`src/rtl/axis_fifo_arbiter_pkg.sv`:
```
// Shared helpers for the AXI-Stream FIFO arbiter and its round-robin selector.
package axis_fifo_arbiter_pkg;

  // Ceiling log2. Returns 0 for value <= 1. Callers add headroom where they need it.
  function automatic int clogb2(input int value);
    int v;
    int result;
    v      = value - 1;
    result = 0;
    while (v > 0) begin
      result = result + 1;
      v      = v >> 1;
    end
    return result;
  endfunction

endpackage

```
`src/rtl/axis_fifo_arbiter_if.sv`:
```
// Stream bundle around the arbiter: NUM_PORTS packed requesters in, one FIFO-facing stream out.
// The master modport is the arbiter's view (it masters the FIFO stream); slave is the surroundings.
interface axis_fifo_arbiter_if #(
  parameter int NUM_PORTS  = 4,
  parameter int BUS_WIDTH  = 1,
  parameter int USER_WIDTH = 1,
  parameter int DEST_WIDTH = 1
);
  logic [NUM_PORTS-1:0]              s_axis_tvalid;
  logic [NUM_PORTS-1:0]              s_axis_tready;
  logic [NUM_PORTS*BUS_WIDTH*8-1:0]  s_axis_tdata;
  logic [NUM_PORTS*BUS_WIDTH-1:0]    s_axis_tkeep;
  logic [NUM_PORTS-1:0]              s_axis_tlast;
  logic [NUM_PORTS*USER_WIDTH-1:0]   s_axis_tuser;
  logic [NUM_PORTS*DEST_WIDTH-1:0]   s_axis_tdest;

  logic                              m_axis_tvalid;
  logic                              m_axis_tready;
  logic [BUS_WIDTH*8-1:0]            m_axis_tdata;
  logic [BUS_WIDTH-1:0]              m_axis_tkeep;
  logic                              m_axis_tlast;
  logic [USER_WIDTH-1:0]             m_axis_tuser;
  logic [DEST_WIDTH-1:0]             m_axis_tdest;

  logic [NUM_PORTS-1:0]              grant;
  logic                              busy;

  modport master (
    input  s_axis_tvalid, s_axis_tdata, s_axis_tkeep, s_axis_tlast, s_axis_tuser, s_axis_tdest,
    output s_axis_tready,
    output m_axis_tvalid, m_axis_tdata, m_axis_tkeep, m_axis_tlast, m_axis_tuser, m_axis_tdest,
    input  m_axis_tready,
    output grant, busy
  );

  modport slave (
    output s_axis_tvalid, s_axis_tdata, s_axis_tkeep, s_axis_tlast, s_axis_tuser, s_axis_tdest,
    input  s_axis_tready,
    input  m_axis_tvalid, m_axis_tdata, m_axis_tkeep, m_axis_tlast, m_axis_tuser, m_axis_tdest,
    output m_axis_tready,
    input  grant, busy
  );
endinterface

```
`src/rtl/axis_fifo_arbiter_rr_select.sv`:
```
// Combinational round-robin pick: first requester strictly after i_ptr, scanning upward with wrap.
// Generic enough to be shared by any scheduler that keeps a last-grant pointer.
module axis_arb_rr_select
  import axis_fifo_arbiter_pkg::*;
#(
  parameter int NUM_PORTS = 4,
  parameter int IDX_W     = clogb2(NUM_PORTS)
) (
  input  logic [NUM_PORTS-1:0] i_req,
  input  logic [IDX_W-1:0]     i_ptr,
  output logic [NUM_PORTS-1:0] o_grant,
  output logic [IDX_W-1:0]     o_idx,
  output logic                 o_valid
);
  logic w_found;

  // Two passes: ports above the pointer first, then wrap to the ports at or below it.
  always_comb begin
    o_grant = '0;
    o_idx   = '0;
    w_found = 1'b0;
    for (int j = 0; j < NUM_PORTS; j++) begin
      if (!w_found && i_req[j] && (j > int'(i_ptr))) begin
        w_found    = 1'b1;
        o_grant[j] = 1'b1;
        o_idx      = IDX_W'(j);
      end
    end
    for (int j = 0; j < NUM_PORTS; j++) begin
      if (!w_found && i_req[j] && (j <= int'(i_ptr))) begin
        w_found    = 1'b1;
        o_grant[j] = 1'b1;
        o_idx      = IDX_W'(j);
      end
    end
    o_valid = w_found;
  end
endmodule

```
`src/rtl/axis_fifo_arbiter.sv`:
```
// Packet-aware round-robin arbiter sharing one FIFO write stream between NUM_PORTS requesters.
// Grant is held for a whole packet (or up to BURST_LEN beats); one idle cycle separates grants.
module axis_fifo_arbiter
  import axis_fifo_arbiter_pkg::*;
#(
  parameter int NUM_PORTS   = 4,
  parameter int BUS_WIDTH   = 1,
  parameter int USER_WIDTH  = 1,
  parameter int DEST_WIDTH  = 1,
  parameter int PACKET_MODE = 1,
  parameter int BURST_LEN   = 16
) (
  input  logic                aclk,
  input  logic                arst,
  axis_fifo_arbiter_if.master bus
);
  localparam int DATA_W = BUS_WIDTH * 8;
  localparam int IDX_W  = clogb2(NUM_PORTS);
  localparam int CNT_W  = clogb2(BURST_LEN) + 1;

  localparam logic ST_IDLE   = 1'b0;
  localparam logic ST_ACTIVE = 1'b1;

  localparam logic [CNT_W-1:0] CNT_LAST  = CNT_W'(BURST_LEN - 1);
  localparam logic [IDX_W-1:0] PTR_RESET = IDX_W'(NUM_PORTS - 1);
  localparam logic             BURST_CAP = (PACKET_MODE == 0);

  logic                 r_state;
  logic                 w_state_next;
  logic [NUM_PORTS-1:0] r_grant;
  logic [NUM_PORTS-1:0] w_grant_next;
  logic [IDX_W-1:0]     r_ptr;
  logic [IDX_W-1:0]     w_ptr_next;
  logic [CNT_W-1:0]     r_cnt;
  logic [CNT_W-1:0]     w_cnt_next;

  logic [NUM_PORTS-1:0] w_sel_grant;
  logic [IDX_W-1:0]     w_sel_idx;
  logic                 w_sel_valid;
  logic                 w_g_tvalid;
  logic                 w_g_tlast;
  logic                 w_beat;
  logic                 w_release;

  axis_arb_rr_select #(
    .NUM_PORTS (NUM_PORTS),
    .IDX_W     (IDX_W)
  ) u_rr_select (
    .i_req   (bus.s_axis_tvalid),
    .i_ptr   (r_ptr),
    .o_grant (w_sel_grant),
    .o_idx   (w_sel_idx),
    .o_valid (w_sel_valid)
  );

  // r_grant is all-zero outside ACTIVE, so these are naturally gated by state.
  assign w_g_tvalid = |(bus.s_axis_tvalid & r_grant);
  assign w_g_tlast  = |(bus.s_axis_tlast & r_grant);
  assign w_beat     = w_g_tvalid & bus.m_axis_tready;
  assign w_release  = w_beat & (w_g_tlast | (BURST_CAP & (r_cnt == CNT_LAST)));

  always_ff @(posedge aclk or posedge arst) begin
    if (arst) begin
      r_state <= ST_IDLE;
      r_grant <= '0;
      r_ptr   <= PTR_RESET;
      r_cnt   <= '0;
    end else begin
      r_state <= w_state_next;
      r_grant <= w_grant_next;
      r_ptr   <= w_ptr_next;
      r_cnt   <= w_cnt_next;
    end
  end

  always_comb begin
    w_state_next = r_state;
    w_grant_next = r_grant;
    w_ptr_next   = r_ptr;
    w_cnt_next   = r_cnt;
    case (r_state)
      ST_IDLE: begin
        if (w_sel_valid) begin
          w_state_next = ST_ACTIVE;
          w_grant_next = w_sel_grant;
          w_ptr_next   = w_sel_idx;
          w_cnt_next   = '0;
        end
      end
      ST_ACTIVE: begin
        if (w_release) begin
          w_state_next = ST_IDLE;
          w_grant_next = '0;
          w_cnt_next   = '0;
        end else if (w_beat) begin
          w_cnt_next = r_cnt + 1'b1;
        end
      end
    endcase
  end

  always_comb begin
    bus.m_axis_tdata = '0;
    bus.m_axis_tkeep = '0;
    bus.m_axis_tuser = '0;
    bus.m_axis_tdest = '0;
    for (int k = 0; k < NUM_PORTS; k++) begin
      if (r_grant[k]) begin
        bus.m_axis_tdata = bus.s_axis_tdata[k*DATA_W +: DATA_W];
        bus.m_axis_tkeep = bus.s_axis_tkeep[k*BUS_WIDTH +: BUS_WIDTH];
        bus.m_axis_tuser = bus.s_axis_tuser[k*USER_WIDTH +: USER_WIDTH];
        bus.m_axis_tdest = bus.s_axis_tdest[k*DEST_WIDTH +: DEST_WIDTH];
      end
    end
    bus.m_axis_tvalid = w_g_tvalid;
    bus.m_axis_tlast  = w_g_tlast;
    bus.s_axis_tready = r_grant & {NUM_PORTS{bus.m_axis_tready}};
    bus.grant         = r_grant;
    bus.busy          = (r_state == ST_ACTIVE);
  end
endmodule
```
`src/flat_wrapper.sv`:
```
// flat-port wrapper written by rule: the top's interface ports become plain ports
module axis_fifo_arbiter_flat import axis_fifo_arbiter_pkg::*;
#(
  parameter int NUM_PORTS   = 4,
  parameter int BUS_WIDTH   = 1,
  parameter int USER_WIDTH  = 1,
  parameter int DEST_WIDTH  = 1,
  parameter int PACKET_MODE = 1,
  parameter int BURST_LEN   = 16
)
  (aclk, arst, bus_s_axis_tvalid, bus_s_axis_tdata, bus_s_axis_tkeep, bus_s_axis_tlast, bus_s_axis_tuser, bus_s_axis_tdest, bus_s_axis_tready, bus_m_axis_tvalid, bus_m_axis_tdata, bus_m_axis_tkeep, bus_m_axis_tlast, bus_m_axis_tuser, bus_m_axis_tdest, bus_m_axis_tready, bus_grant, bus_busy);
  axis_fifo_arbiter_if #(.NUM_PORTS(NUM_PORTS), .BUS_WIDTH(BUS_WIDTH), .USER_WIDTH(USER_WIDTH), .DEST_WIDTH(DEST_WIDTH)) bus_i ();
  input  logic aclk;
  input  logic arst;
  input wire logic [$bits(bus_i.s_axis_tvalid)-1:0] bus_s_axis_tvalid;
  input wire logic [$bits(bus_i.s_axis_tdata)-1:0] bus_s_axis_tdata;
  input wire logic [$bits(bus_i.s_axis_tkeep)-1:0] bus_s_axis_tkeep;
  input wire logic [$bits(bus_i.s_axis_tlast)-1:0] bus_s_axis_tlast;
  input wire logic [$bits(bus_i.s_axis_tuser)-1:0] bus_s_axis_tuser;
  input wire logic [$bits(bus_i.s_axis_tdest)-1:0] bus_s_axis_tdest;
  output wire logic [$bits(bus_i.s_axis_tready)-1:0] bus_s_axis_tready;
  output wire logic [$bits(bus_i.m_axis_tvalid)-1:0] bus_m_axis_tvalid;
  output wire logic [$bits(bus_i.m_axis_tdata)-1:0] bus_m_axis_tdata;
  output wire logic [$bits(bus_i.m_axis_tkeep)-1:0] bus_m_axis_tkeep;
  output wire logic [$bits(bus_i.m_axis_tlast)-1:0] bus_m_axis_tlast;
  output wire logic [$bits(bus_i.m_axis_tuser)-1:0] bus_m_axis_tuser;
  output wire logic [$bits(bus_i.m_axis_tdest)-1:0] bus_m_axis_tdest;
  input wire logic [$bits(bus_i.m_axis_tready)-1:0] bus_m_axis_tready;
  output wire logic [$bits(bus_i.grant)-1:0] bus_grant;
  output wire logic [$bits(bus_i.busy)-1:0] bus_busy;
  assign bus_i.s_axis_tvalid = bus_s_axis_tvalid;
  assign bus_i.s_axis_tdata = bus_s_axis_tdata;
  assign bus_i.s_axis_tkeep = bus_s_axis_tkeep;
  assign bus_i.s_axis_tlast = bus_s_axis_tlast;
  assign bus_i.s_axis_tuser = bus_s_axis_tuser;
  assign bus_i.s_axis_tdest = bus_s_axis_tdest;
  assign bus_s_axis_tready = bus_i.s_axis_tready;
  assign bus_m_axis_tvalid = bus_i.m_axis_tvalid;
  assign bus_m_axis_tdata = bus_i.m_axis_tdata;
  assign bus_m_axis_tkeep = bus_i.m_axis_tkeep;
  assign bus_m_axis_tlast = bus_i.m_axis_tlast;
  assign bus_m_axis_tuser = bus_i.m_axis_tuser;
  assign bus_m_axis_tdest = bus_i.m_axis_tdest;
  assign bus_i.m_axis_tready = bus_m_axis_tready;
  assign bus_grant = bus_i.grant;
  assign bus_busy = bus_i.busy;
  axis_fifo_arbiter #(.NUM_PORTS(NUM_PORTS), .BUS_WIDTH(BUS_WIDTH), .USER_WIDTH(USER_WIDTH), .DEST_WIDTH(DEST_WIDTH), .PACKET_MODE(PACKET_MODE), .BURST_LEN(BURST_LEN)) u_core (.aclk(aclk), .arst(arst), .bus(bus_i));
endmodule
```
`config.mk`:
```
export PLATFORM = sky130hd
export DESIGN_NAME = axis_fifo_arbiter_flat
export DESIGN_NICKNAME = d
export VERILOG_FILES = /design/src/rtl/axis_fifo_arbiter_pkg.sv /design/src/rtl/axis_fifo_arbiter_if.sv /design/src/rtl/axis_fifo_arbiter_rr_select.sv /design/src/rtl/axis_fifo_arbiter.sv /design/src/flat_wrapper.sv
export SDC_FILE = /design/constraint.sdc
export NUM_CORES = 1
export LEC_CHECK = 0
export BUFFER_PORTS_ARGS = -buffer_cell sky130_fd_sc_hd__buf_2
export CAP_MARGIN = 20
export CORE_ASPECT_RATIO = 1.4
export CORE_MARGIN = 2
export CORE_UTILIZATION = 35
export DETAILED_ROUTE_END_ITERATION = 7
export PLACE_DENSITY = 0.78
export SYNTH_ARGS = -nofsm -noshare
export SYNTH_HDL_FRONTEND = slang
export SYNTH_SLANG_ARGS = --single-unit
```
`constraint.sdc`:
```
create_clock -name aclk -period 1.65 [get_ports aclk]
set_input_delay 0.33 -clock aclk [delete_from_list [all_inputs] [get_ports aclk]]
set_output_delay 0.33 -clock aclk [all_outputs]
set_load 0.02 [all_outputs]
```
==> results of run 1 <==
## area by class of cell
cell class	count	area share, %
Timing Repair Buffer	86	37.22
Clock buffer	4	1.897
Tap cell	22	1.987
Sequential cell	7	13.01
Inverter	5	1.355
Multi-Input combinational cell	87	44.53
## flip-flops by register name, summed over array words and instances, names as in the netlist
signal            cells
u_core.r_ptr          2
u_core.bus.grant      4
u_core.bus.busy       1
## per-stage QoR
step	utilization (%)	setup WS [ns]	std cells	TNS (ns)
after floorplan	-	-0.01365	106	-0.01365
after global placement	59.35	-0.1589	201	-1.406
after detailed placement	59.35	-0.2399	201	-1.703
after CTS	63.65	-0.1429	207	-1.401
after global routing	65.12	-0.2161	211	-2.312
final	65.12	-0.1730	211	-1.502
## synthesized netlist by cell type (all sizes together), types with 2 or more instances
master | instances | area [um2]
o2bb2ai | 2 | 17.52
o22ai | 2 | 12.51
a21oi | 5 | 25.02
dfstp | 2 | 52.55
o32a | 2 | 20.02
nor2 | 3 | 13.77
inv | 5 | 18.77
o31ai | 10 | 75.07
a22oi | 4 | 30.03
nand2 | 19 | 71.32
a221oi | 10 | 87.58
and2 | 4 | 25.02
o21ai | 4 | 20.02
dfrtp | 5 | 125.1
a31oi | 2 | 12.51
clkbuf | 5 | 18.77
buf | 3 | 15.01
nor2b | 12 | 75.07
## cells by family after synthesis
logic type / after synthesis / synth area share, %
compound gates: 45 / 43.46
buf+inv: 13 / 6.785
flops: 7 / 22.94
simple gates: 41 / 26.82
## power by group through the flow
stage	clock (uW)	combinational, uW	sequential [uW]
global route	173	2260	382
detailed placement	0	1850	365
global placement	0	1800	357
floorplan	0	1220	396
finish	157	2110	372
CTS	157	2040	376
## critical path: stages (launching register included)
cell and delay [ns]:
dfrtp_2 0.44, buf_8 0.16, nand3b_1 0.16, a21oi_1 0.15
a21oi_1 0.05, o21ai_1 0.12, buf_4 0.16
## routing by layer
metal	part of all wire, %	global-route usage, %	vias up
li1	-	-	573
met1	35	21.31	542
met2	52	42.65	88
met3	12	6.042	6
met4	1.0	6.494	0
met5	0	0	-
## repair_timing
| action | 4_1_cts | 5_1_grt |
|---|---|---|
| endpoints found under the setup margin | 11 | 13 |
| gates resized for setup | 17 | 0 |
| pin swaps | 1 | 0 |
| gates cloned | 0 | 1 |
| buffers inserted | 2 | 3 |
## worst max path at each step
stage | startpoint | end | slack, ns | cells after the start
6_report | u_core.bus.grant[1] | bus_m_axis_tdata[6] | -0.17 | 6
3_3_place_gp | u_core.bus.grant[1] | bus_m_axis_tdata[0] | -0.16 | 4
4_1_cts | u_core.bus.grant[1] | bus_m_axis_tdata[6] | -0.14 | 6
2_1_floorplan | u_core.bus.grant[1] | bus_m_axis_tdata[0] | -0.01 | 5
5_1_grt | u_core.bus.grant[1] | bus_m_axis_tdata[6] | -0.22 | 6
3_5_place_dp | u_core.bus.grant[1] | bus_m_axis_tdata[0] | -0.24 | 4
==> flow_summary.toml, run 1 <==
[critical_path]
rrSetupSlack_ns = 0.11
worst_setup_path_start_kind = "flop"
timing.rr.end = "u_core.bus.busy"
critPathArrivalTime_ns = 1.49
critical_path_required_ns = 1.32
reg2regPathDepth = 6
reg2reg_from = "u_core.bus.grant[1]"
worst_setup_path_end_kind = "primary output"
path_class = "reg2out"
critPathMaxFanout = 15

[timing]
skew_ns = 0.006214
period_share_pct = 110.5
period_needed_ns = 1.823
tightest_slew_ns = 0.3419
final-max-slew-violation-count = 0
rsz0062_at_grt = "true"
achievable-frequency_mhz = 548.5
fin_ws_ns = -0.1730
finalSetupViolCount = 13
hold_viol = 4
slew_headroom_pct = 77.20
whs_ns = -0.006302

[layout]
drive_gt1_share_pct = 57.14
multi_input_area_um2 = 616.8
area_delta_synth_final_pct = 78.84
ff_latch_area_um2 = 180.2
final_area_um2 = 1385
final_cell_mix = "buf_2 (65), nand2_1 (19), buf_4 (18)"
fillers = 186
layout_commonest_cell = "buf_2"
diodes = 0
nNetsFinal = 245

[synth]
syn_inst = 106
synth.avg_cell_area_um2 = 7.307
syn-cell-area_um2 = 774.5
synth_edf_count = 0
yosys_register_bits = 7
synthArstFlopShare_pct = 100.0
seq_area_frac_synth_pct = 22.94
ys.flop_type = "dfrtp_1"
synth-warning-count = 0
yosysUniqueCellTypes = 26
mappedNetlistNets = 161

[clock_tree]
htree_levels = 1
insertion_delay_ns = 0.25
clk_pin_slew_worst_paths_ns = 0.06
cts_tree = "built"
clock-sinks = 7
cts_root_buf = "clkbuf_4"
cts_buffers = 3
cts_hold_buf = 0
cts_max_path_buffers = 2

[run]
drv_cap = 0

[power_and_ir_drop]
internal_power_uw = 1336
combPwrFrac_pct = 79.9
p_per_area_nw_per_um2 = 1902
power.share.clock_pct = 5.9
leakagePower_uw = 0.0007083
p_sw_uw = 1299
power_uw = 2635
seq_power_share_pct = 14.1
ir_worst_vdd_v = 0.0009168
power.share.switching_pct = 49.31

[route]
wl_per_cell_um = 14.09
drtAntennaViolNets = 0
drc = 0
vias_per_cell = 5.730
dr.first_iter.drc_count = 26
dr.pass1.iters = 4
via_count = 1209
routed_wl_um = 2973

[placement]
port_buffers = 76
post-dp-hpwl_um = 2292
dpl_cell_area_um2 = 1262
gp_congestion = 0.7837

[global_route]
grt_pass1_vias = 1082
grt-ovfl-total = 0
grt_max_degree = 21
antenna_found_initial = 0
grt_use_total_pct = 21.76
grt_pass1_wl_um = 4409

[floorplanning]
die_width_um = 43.76
dieArea_um2 = 2610
row_count = 20
initial_core_util_pct = 36.41
coreArea_um2 = 2127
die_h_um = 59.66
ios = 77

[status]
status = "complete, but fails checks"
violations = "hold timing, setup timing"

[min_path]
hp-class = "in2async"
Power figures use the tool's default switching activity.
==> run 2, diff against run 1 <==
--- a/config.mk
+++ b/config.mk
@@ -9,9 +9,9 @@
 export CAP_MARGIN = 20
 export CORE_ASPECT_RATIO = 1.4
 export CORE_MARGIN = 2
-export CORE_UTILIZATION = 35
+export CORE_UTILIZATION = 38
 export DETAILED_ROUTE_END_ITERATION = 7
-export PLACE_DENSITY = 0.78
+export PLACE_DENSITY = 0.83
 export SYNTH_ARGS = -nofsm -noshare
 export SYNTH_HDL_FRONTEND = slang
 export SYNTH_SLANG_ARGS = --single-unit
==> constraint.sdc (replaced) <==
create_clock -name aclk -period 2.1 [get_ports aclk]
set_input_delay 0.42 -clock aclk [delete_from_list [all_inputs] [get_ports aclk]]
set_output_delay 0.42 -clock aclk [all_outputs]
set_load 0.02 [all_outputs]
==> flow_summary.toml, run 2 (synthesized netlist as in run 1, its figures left out) <==
[status]
status = "completed"

[placement]
post-dp-hpwl_um = 2075
port_buffers = 76
placedCellCount = 198
gp_congestion = 0.8649

[critical_path]
reg2reg_from = "u_core.bus.grant[3]"
worst_setup_path_end_kind = "primary output"
timing.rr.end = "u_core.bus.grant[0]"
rrSetupSlack_ns = 0.44
critical_path_required_ns = 1.68
critPathArrivalTime_ns = 1.57
reg2regPathDepth = 4
critPathMaxFanout = 27
path_class = "reg2out"
worst_setup_path_start_kind = "flop"

[clock_tree]
cts_hold_buf = 0
cts_buffers = 3
cts_root_buf = "clkbuf_4"
htree_levels = 1
cts_tree = "built"
insertion_delay_ns = 0.28
cts_max_path_buffers = 2
clock-sinks = 7
clk_pin_slew_worst_paths_ns = 0.06

[timing]
finalSetupViolCount = 0
fin_tns_setup_ns = 0
slew_headroom_pct = 48.61
tightest_slew_ns = 0.7708
period_share_pct = 94.76
hold_viol = 0
achievable-frequency_mhz = 502.5
period_needed_ns = 1.990
final-max-slew-violation-count = 0
skew_ns = 0.01206
rsz0062_at_grt = "false"

[floorplanning]
row_count = 19
die_width_um = 42.16
initial_core_util_pct = 39.73
dieArea_um2 = 2420
die_h_um = 57.42
ios = 77
coreArea_um2 = 1949

[layout]
layout_commonest_cell = "buf_2"
final_cell_mix = "buf_2 (76), nand2_1 (19), nor2b_1 (12)"
multi_input_area_um2 = 544.3
fin_cells = 204
fillers = 175
diodes = 0
ff_latch_area_um2 = 180.2
nNetsFinal = 239
drive_gt1_share_pct = 49.18
largest_register_ffs = 4
area_delta_synth_final_pct = 56.70

[global_route]
grt_max_degree = 28
grt_pass1_vias = 1025
grt_use_total_pct = 22.71
antenna_found_initial = 0
grt_pass1_wl_um = 4333
grt-ovfl-total = 0

[route]
dr.first_iter.drc_count = 35
drc = 0
dr.pass1.iters = 5
routed_wl_um = 2761
drtAntennaViolNets = 0
via_count = 1153
wl_per_cell_um = 13.53
vias_per_cell = 5.652

[power_and_ir_drop]
leakagePower_uw = 0.0006330
power_uw = 1715
ir_worst_vdd_v = 0.0008088
p_per_area_nw_per_um2 = 1413

[min_path]
hp-class = "in2async"

[run]
drv_cap = 0
## run 2: area by class of cell
cell class	instances	area share (%)
clock buffer	4	2.165
inverter	5	1.546
multi-input combinational	86	44.85
sequential	7	14.85
tap	21	2.165
timing repair buffer	81	34.43
## run 2: per-stage QoR
step | setup slack (ns) | hold WS [ns] | cell area, um2 | utilization, %
after floorplan | 0.1025 | 0.2219 | 774.5 | -
after global placement | 0.4142 | 0.3469 | 1170 | 60.01
after detailed placement | 0.3249 | 0.3550 | 1170 | 60.01
after CTS | 0.04962 | 0.05933 | 1196 | 61.36
after global routing | 0.002833 | 0.07221 | 1214 | 62.26
final | 0.1100 | 0.05420 | 1214 | 62.26
## run 2: report_power, final
group	internal, uW	total, uW	switching [uW]
registers	206	362	156
clock network	73.4	138	64.9
logic	512	1210	703
total	791	1710	924
## run 2: timing repair
item	4_1_cts	5_1_grt
gates resized for setup	0	2
setup buffers	0	2
setup endpoints to repair	0	11
## run 2: worst max-delay path: stages, from the launching register on
cell     delay (ns)
dfrtp_1        0.84
a22oi_1        0.16
nand2_1        0.13
buf_2          0.17
## run 2: worst max path at each step
stage          depth (start not counted)                  end  slack [ns]                start
2_1_floorplan                          4  bus_m_axis_tdata[0]        0.10  u_core.bus.grant[1]
3_3_place_gp                           3     bus_m_axis_tkeep        0.41  u_core.bus.grant[2]
3_5_place_dp                           3     bus_m_axis_tuser        0.32  u_core.bus.grant[2]
4_1_cts                                3     bus_m_axis_tuser        0.05  u_core.bus.grant[2]
5_1_grt                                3    bus_m_axis_tvalid       0.003  u_core.bus.grant[3]
6_report                               3    bus_m_axis_tvalid        0.11  u_core.bus.grant[3]
## run 2: routing by layer
metal	routed length, um	GRT usage (%)
met1	1038	24.80
met2	1333	40.63
met3	343	6.646
met4	46	9.375
met5	0	0
==> run 3, diff against run 2 <==
--- a/config.mk
+++ b/config.mk
@@ -5,13 +5,13 @@
 export SDC_FILE = /design/constraint.sdc
 export NUM_CORES = 1
 export LEC_CHECK = 0
+export ABC_AREA = 1
 export BUFFER_PORTS_ARGS = -buffer_cell sky130_fd_sc_hd__buf_2
 export CAP_MARGIN = 20
 export CORE_ASPECT_RATIO = 1.4
-export CORE_MARGIN = 2
-export CORE_UTILIZATION = 38
+export CORE_UTILIZATION = 39
 export DETAILED_ROUTE_END_ITERATION = 7
-export PLACE_DENSITY = 0.83
+export PLACE_DENSITY = 0.81
 export SYNTH_ARGS = -nofsm -noshare
 export SYNTH_HDL_FRONTEND = slang
 export SYNTH_SLANG_ARGS = --single-unit
==> flow_summary.toml, run 3 <==
[status]
status = "completed"

[placement]
dpl_worst_slack_ns = 0.3119
port_buffers = 76
post-dp-hpwl_um = 2112
gp_congestion = 0.7791
placedCellCount = 248

[layout]
final_cell_mix = "buf_2 (76), nand2_1 (53), a21oi_1 (24)"
largest_register_ffs = 4
nNetsFinal = 286
area_delta_synth_final_pct = 46.49
drive_gt1_share_pct = 40.00
layout_commonest_cell = "buf_2"
diodes = 0
final_util_pct = 60.64
fin_cells = 252

[route]
routed_wl_um = 2686
vias_per_cell = 4.929
wl_per_cell_um = 10.66
drc = 0
drtAntennaViolNets = 0
via_count = 1242
dr.pass1.iters = 4
dr.first_iter.drc_count = 23

[synth]
synthTopCellsByArea = "nand2_1 (22%), dfrtp_1 (14%), a21oi_1 (13%)"
yosysMostFrequentCell = "nand2_1"
synth_edf_count = 0
synth-warning-count = 0
mappedNetlistNets = 211
synth_commonest_cells = "nand2_1 (53), a21oi_1 (24), inv_1 (16), nor2_1 (16), a21o_1 (11)"
syn-cell-area_um2 = 890.9
seq_area_frac_synth_pct = 19.94
yosysUniqueCellTypes = 21
ys.flop_type = "dfrtp_1"
synthArstFlopShare_pct = 100.0
yosys_register_bits = 7
synth.top_cell.area_share_pct = 22.33
syn_inst = 156
yosys.area.top_type = "nand2_1"
synth.avg_cell_area_um2 = 5.711

[critical_path]
startpoint = "u_core.bus.grant[0]"
worst_setup_path_start_kind = "flop"
critPathArrivalTime_ns = 1.52
endpoint = "bus_m_axis_tdata[5]"
worst_setup_path_end_kind = "primary output"
rrSetupSlack_ns = 0.66
critPathMaxFanout = 11
reg2regPathDepth = 8
path_class = "reg2out"
critical_path_required_ns = 1.68
timing.rr.end = "u_core.bus.grant[2]"
reg2reg_from = "u_core.r_ptr[1]"

[clock_tree]
htree_levels = 1
insertion_delay_ns = 0.25
cts_setup_buffers = 0
cts_buffers = 3
cts_tree = "built"
cts_max_path_buffers = 2
cts_root_buf = "clkbuf_4"
cts_hold_buf = 0
clk_pin_slew_worst_paths_ns = 0.05
clock-sinks = 7

[timing]
slew_headroom_pct = 70.49
fin_tns_setup_ns = 0
hold_viol = 0
skew_ns = 0.002805
final-max-slew-violation-count = 0
finalSetupViolCount = 0
rsz0062_at_grt = "false"
tightest_slew_ns = 0.4426
achievable-frequency_mhz = 514.8
period_share_pct = 92.50
period_needed_ns = 1.943
fin_ws_ns = 0.1575

[global_route]
antenna_found_initial = 0
grt-ovfl-total = 0
grt_pass1_vias = 1103
grt_pass1_wl_um = 4326
grt_max_degree = 28
grt_use_total_pct = 21.46

[power_and_ir_drop]
p_sw_uw = 173.0
leakagePower_uw = 0.0007978
internal_power_uw = 305.4
p_per_area_nw_per_um2 = 366.6
combPwrFrac_pct = 42.5
power.share.clock_pct = 25.8
seq_power_share_pct = 31.8
power.share.switching_pct = 36.16
ir_worst_vdd_v = 0.0002938

[floorplanning]
row_count = 20
ios = 77
coreArea_um2 = 2152
dieArea_um2 = 2482
die_h_um = 58.55
initial_core_util_pct = 41.40
die_width_um = 42.40

[run]
drv_cap = 0

[min_path]
hp-class = "in2async"
run 3: power groups by stage:
| stage | combinational [uW] | clock, uW | sequential (uW) |
|---|---|---|---|
| 2_1_floorplan | 114 | 0 | 153 |
| 3_3_place_gp | 202 | 0 | 154 |
| 3_5_place_dp | 204 | 0 | 154 |
| 4_1_cts | 205 | 125 | 152 |
| 5_1_grt | 225 | 136 | 152 |
| 6_report | 203 | 123 | 152 |
run 3: how the worst min path moves through the flow:
stage	start	to	slack [ns]	cells after the start
after detailed placement	arst	u_core.bus.busy	0.36	2
final	arst	u_core.bus.busy	0.08	2
after global placement	arst	u_core.bus.busy	0.36	2
after global routing	arst	u_core.bus.busy	0.11	2
after floorplan	arst	u_core.bus.busy	0.22	1
after CTS	arst	u_core.bus.busy	0.09	2
run 3: layer usage:
layer,share of wire (%),global-route usage (%)
met1,37,20.38
met2,51,44.18
met3,10,4.908
met4,1.5,6.250
met5,0,0
run 3: kinds of logic after synthesis:
| logic type | Yosys count | share of synthesized area (%) |
|---|---|---|
| AO/OA/AOI/OAI | 39 | 25.70 |
| flip-flops | 7 | 19.94 |
| AND/OR/NAND/NOR | 85 | 42.70 |
| buffers and inverters | 25 | 11.66 |
run 3: layout make-up:
class	count	area, um2
repair buffers	79	402.9
fillers	229	847.1
well taps	22	27.53
flip-flops and latches	7	178.9
inverters	16	60.06
clock buffers	4	26.28
multi-input cells	124	609.3
run 3: worst max-delay path, stage by stage (launching register included):
cell     delay, ns
dfrtp_1       0.41
inv_1         0.08
nor2_1        0.08
buf_4         0.18
nand2_1       0.06
a21o_1        0.16
a21oi_1       0.12
buf_2         0.17
run 3: timing repair:
item,in CTS,in global routing
setup endpoints to repair,0,12
resized for setup,0,1
endpoints found under the hold margin,0,0
run 3: stage by stage:
step / power [uW] / instance area, um2 / hold slack [ns]
6_report: 478.5 / 1305 / 0.08358
5_1_grt: 513.5 / 1305 / 0.1133
4_1_cts: 481.5 / 1304 / 0.08946
3_5_place_dp: 357.6 / 1277 / 0.3572
3_3_place_gp: 356.1 / 1277 / 0.3551
2_1_floorplan: 267.8 / 890.9 / 0.2219
